File: config.mk
export PLATFORM = sky130hd
export DESIGN_NAME = seq_timing_ctrl
export DESIGN_NICKNAME = d
export VERILOG_FILES = /design/src/rtl/seq_timing_ctrl.sv
export SDC_FILE = /design/constraint.sdc
export NUM_CORES = 1
export LEC_CHECK = 0
export CAP_MARGIN = 15
export CORE_MARGIN = 4
export CORE_UTILIZATION = 45
export CTS_CLUSTER_SIZE = 10
export DETAILED_ROUTE_END_ITERATION = 10
export PLACE_DENSITY = 0.76
export SLEW_MARGIN = 0
export SYNTH_ARGS = -nofsm -noshare
export SYNTH_HDL_FRONTEND = slang
export SYNTH_SLANG_ARGS = --single-unit
File: constraint.sdc
create_clock -name clk -period 4 [get_ports clk]
set_input_delay 0.8 -clock clk [delete_from_list [all_inputs] [get_ports clk]]
set_output_delay 0.8 -clock clk [all_outputs]
set_load 0.05 [all_outputs]
File: src/rtl/seq_timing_ctrl.sv
// seq_timing_ctrl: sequence counter, run/halt flip-flop, single-step gating and retired-instruction count
module seq_timing_ctrl #(
   parameter int SC_W   = 4,
   parameter int ICNT_W = 16
) (
   input  logic              clk,
   input  logic              rst_n,
   input  logic              start,
   input  logic              halt,
   input  logic              sc_clr,
   input  logic              step_en,
   input  logic              step_req,
   input  logic              err_clr,
   output logic [SC_W-1:0]   sc_out,
   output logic              running,
   output logic              adv,
   output logic              fetch_start,
   output logic              wrap_err,
   output logic [ICNT_W-1:0] instr_count
);
   typedef enum logic {STOPPED, RUNNING} run_t;
   run_t              state, state_n;
   logic [SC_W-1:0]   sc_n;
   logic [ICNT_W-1:0] cnt_n;
   logic              step_req_q, step_rise, wrap, err_n, fetch_n;
   assign running   = state == RUNNING;
   assign step_rise = step_req & ~step_req_q;
   assign adv       = running & (~step_en | step_rise);
   always_comb begin
      state_n = state;
      sc_n    = sc_out;
      cnt_n   = instr_count;
      wrap    = 1'b0;
      if (!running) begin
         if (start) begin
            state_n = RUNNING;
            sc_n    = '0;
         end
      end else if (adv) begin
         if (halt) begin
            state_n = STOPPED;
            sc_n    = '0;
            cnt_n   = instr_count + 1'b1;
         end else if (sc_clr) begin
            sc_n  = '0;
            cnt_n = instr_count + 1'b1;
         end else begin
            sc_n = sc_out + 1'b1;
            wrap = &sc_out;
         end
      end
      // a wrap in the same cycle as err_clr must win so the error is not lost
      err_n   = wrap | (wrap_err & ~err_clr);
      fetch_n = (state_n == RUNNING) & (sc_n == '0);
   end
   always_ff @(posedge clk or negedge rst_n) begin
      if (!rst_n) begin
         state       <= STOPPED;
         sc_out      <= '0;
         instr_count <= '0;
         wrap_err    <= 1'b0;
         fetch_start <= 1'b0;
         step_req_q  <= 1'b0;
      end else begin
         state       <= state_n;
         sc_out      <= sc_n;
         instr_count <= cnt_n;
         wrap_err    <= err_n;
         fetch_start <= fetch_n;
         step_req_q  <= step_req;
      end
   end
endmodule

==> results_dict.tcl <==
set metrics [dict create \
    top_layer_used "met3" \
    cts_setup_buffers 0 \
    wl_per_cell_um 13.5 \
    ys_warn_count 0 \
    status "complete, no violations" \
    finalSetupTns_ns 0 \
    relSlewSlack 0.662 \
    worstSkewPairLatency_ns 0.30 \
    cts_buffers 3 \
    clock.fmax_mhz 298 \
    drt_iter0_drc 14 \
    stdcell_count 161 \
    power_density_mw_per_mm2 497 \
    path_clk_slew_ns 0.13 \
    die-height_um 57.6 \
    hold_depth 1 \
    path_class "primary input to output port" \
    post-place-ws_ns 0.643 \
    path_cells "clkdlybuf4s50_1 -> nor2b_2 -> o21ai_4 -> inv_2 -> clkdlybuf4s50_1" \
    start_kind "primary input" \
    grt_setup_unrepaired "no" \
    required_ns 3.20 \
    internal-power_mw 0.445 \
    max_cap_viol_count 0 \
    cts_hold_buf 0 \
    worstHoldPathType "flop to flop" \
    r2r_cells 5 \
    switchingPower_mw 0.306 \
    path_max_fanout 8 \
    cts_resized 0 \
    stdcell_area_sq_mm 0.00151 \
    grt_max_degree 25 \
    power_mw 0.752 \
    die_x_um 57.6 \
    worstSetupEndpointType "output port" \
    pwr-share-comb 0.402 \
    cts_tree "built" \
    worst_slack_ns 0.640 \
    syn_area_sq_mm 0.00111 \
    syn2layout_area_growth_pct 36.5 \
    ys_types 31 \
    clkPwrFrac 0.163 \
    rrSetupSlack_ns 2.49 \
    routed-wl-met3_um 133 \
    synth_seq_area_share 0.542 \
    firstDrtPassIters 4 \
    layout_commonest_cell "clkdlybuf4s50_1" \
    skew_ns 0.00793 \
    crit_slowest_cell "clkdlybuf4s50_1" \
    die_area_sq_mm 0.00332 \
    ys_ff_latch 24 \
    clk_path_buf_depth 2 \
    arrival_ns 2.56 \
    final-hold-violation-count 0 \
    first_global_vias 868 \
    core_area_sq_mm 0.00228 \
    critPathMostFrequentCell "clkdlybuf4s50_1" \
    path_depth 5 \
    fin_crit_sh 0.840 \
    io_pins 32 \
    cp.buffers_inverters 3 \
    track_usage 0.146 \
    dpl.cell_count 156 \
    setup_viol 0 \
    placed_cell_area_sq_mm 0.00145 \
    switching_share 0.407 \
    synth_nets 108 \
    fill_cells 191 \
    cts_root_buffer "clkbuf_4" \
    num_vias 850 \
    route.met2.wl_um 1010 \
    utilization 0.664 \
    place_congestion 0.855 \
    avgViaCountPerCell 5.28 \
    min_period_ns 3.36 \
    drtAntennaViolNets 0 \
    grt_pass1_wl_um 3910 \
    row_count 17 \
    synth_area_per_cell_sq_um 11.3 \
    antenna_cells 0 \
    irDropWorstVdd_mv 0.444 \
    cts.sink_count 24 \
    htree_levels 1 \
    antenna_found_initial 0 \
    numPortBuffers 31 \
    place_hpwl_um 1700 \
    worst_pin_slew_ns 0.506 \
    cp_top_family "buffers and inverters" \
    slew_violations 0 \
    drcViolationCount 0 \
    drt-met1-wl_um 1020 \
    holdWs_ns 0.481 \
    drive_above_1_share 0.113 \
    start_util 0.487 \
    total_leakage_power_nw 0.643 \
    power.share.sequential 0.435 \
    syn_inst 98 \
    fin_nets 144 \
    final_cell_mix "clkdlybuf4s50_1 (31), dfrtp_1 (24), xnor2_1 (11)" \
    drt_wl_total_um 2170 \
    grt-ovfl-total 0 \
    critPathMaxStageDelay_ns 0.81 \
]
## Yosys cell counts
cell type / number / area share
dfrtp_1: 24 / 0.54
xnor2_1: 11 / 0.087
nand2_1: 9 / 0.031
nand3_1: 7 / 0.032
nand4_1: 7 / 0.040
nor2_1: 5 / 0.017
xor2_1: 4 / 0.032
and3_1: 2 / 0.011
ha_1: 2 / 0.023
inv_2: 2 / 0.0068
nand2b_1: 2 / 0.011
nor3_2: 2 / 0.018
o21ai_0: 2 / 0.0090
o22ai_1: 2 / 0.011
a21bo_1: 1 / 0.0090
a21oi_2: 1 / 0.0079
a22o_1: 1 / 0.0079
a31o_2: 1 / 0.0079
a31oi_1: 1 / 0.0057
and2_1: 1 / 0.0057
and4_1: 1 / 0.0079
buf_2: 1 / 0.0045
inv_1: 1 / 0.0034
mux2_2: 1 / 0.010
nor2b_2: 1 / 0.0079
nor3b_1: 1 / 0.0068
nor4_2: 1 / 0.011
o211ai_1: 1 / 0.0068
o21ai_4: 1 / 0.015
or2_1: 1 / 0.0057
or4_1: 1 / 0.0068
## cell families (layout without fill, tap and decap cells)
| kind of cell | count (synthesis) | in the layout | synth area share |
|---|---|---|---|
| xor+xnor | 15 | 15 | 0.119 |
| fa+ha+maj | 2 | 2 | 0.0226 |
| buf+inv | 4 | 39 | 0.0147 |
| simple gates | 41 | 41 | 0.211 |
| compound gates | 11 | 11 | 0.0802 |
| flops | 24 | 24 | 0.542 |
| mux | 1 | 1 | 0.0102 |
## flip-flops by register name, summed over array words and instances (netlist names)
name	flops
fetch_start	1
instr_count	16
running	1
sc_out	4
step_req_q	1
wrap_err	1
## per-layer routing
metal	GRT usage	vias up
li1	-	422
met1	0.207	408
met2	0.234	20
met3	0.0339	0
met4	0.0199	0
met5	0	-
## worst paths after layout
| kind | startpoint | to |
|---|---|---|
| min reg2reg | instr_count[15] | instr_count[15] |
| max in group asynchronous | rst_n | step_req_q |
| min in group asynchronous | rst_n | fetch_start |
| min | instr_count[15] | instr_count[15] |
| max reg2reg | step_req_q | fetch_start |
| max | step_req | adv |
## power by group through the flow
stage / Combinational, mW / Clock [mW] / Sequential, mW
CTS: 0.302 / 0.127 / 0.327
global route: 0.321 / 0.141 / 0.335
global placement: 0.299 / 0 / 0.330
finish: 0.302 / 0.123 / 0.327
floorplan: 0.0754 / 0 / 0.449
detailed placement: 0.301 / 0 / 0.331
## cell type report
class	count	area (sq um)	share of cell area
Sequential cell	24	601	0.397
Multi-Input combinational cell	70	490	0.325
Timing Repair Buffer	32	338	0.224
Clock buffer	4	36.3	0.0240
Tap cell	28	35.0	0.0232
Inverter	3	11.3	0.00745
(Power assumes the default switching activity.)
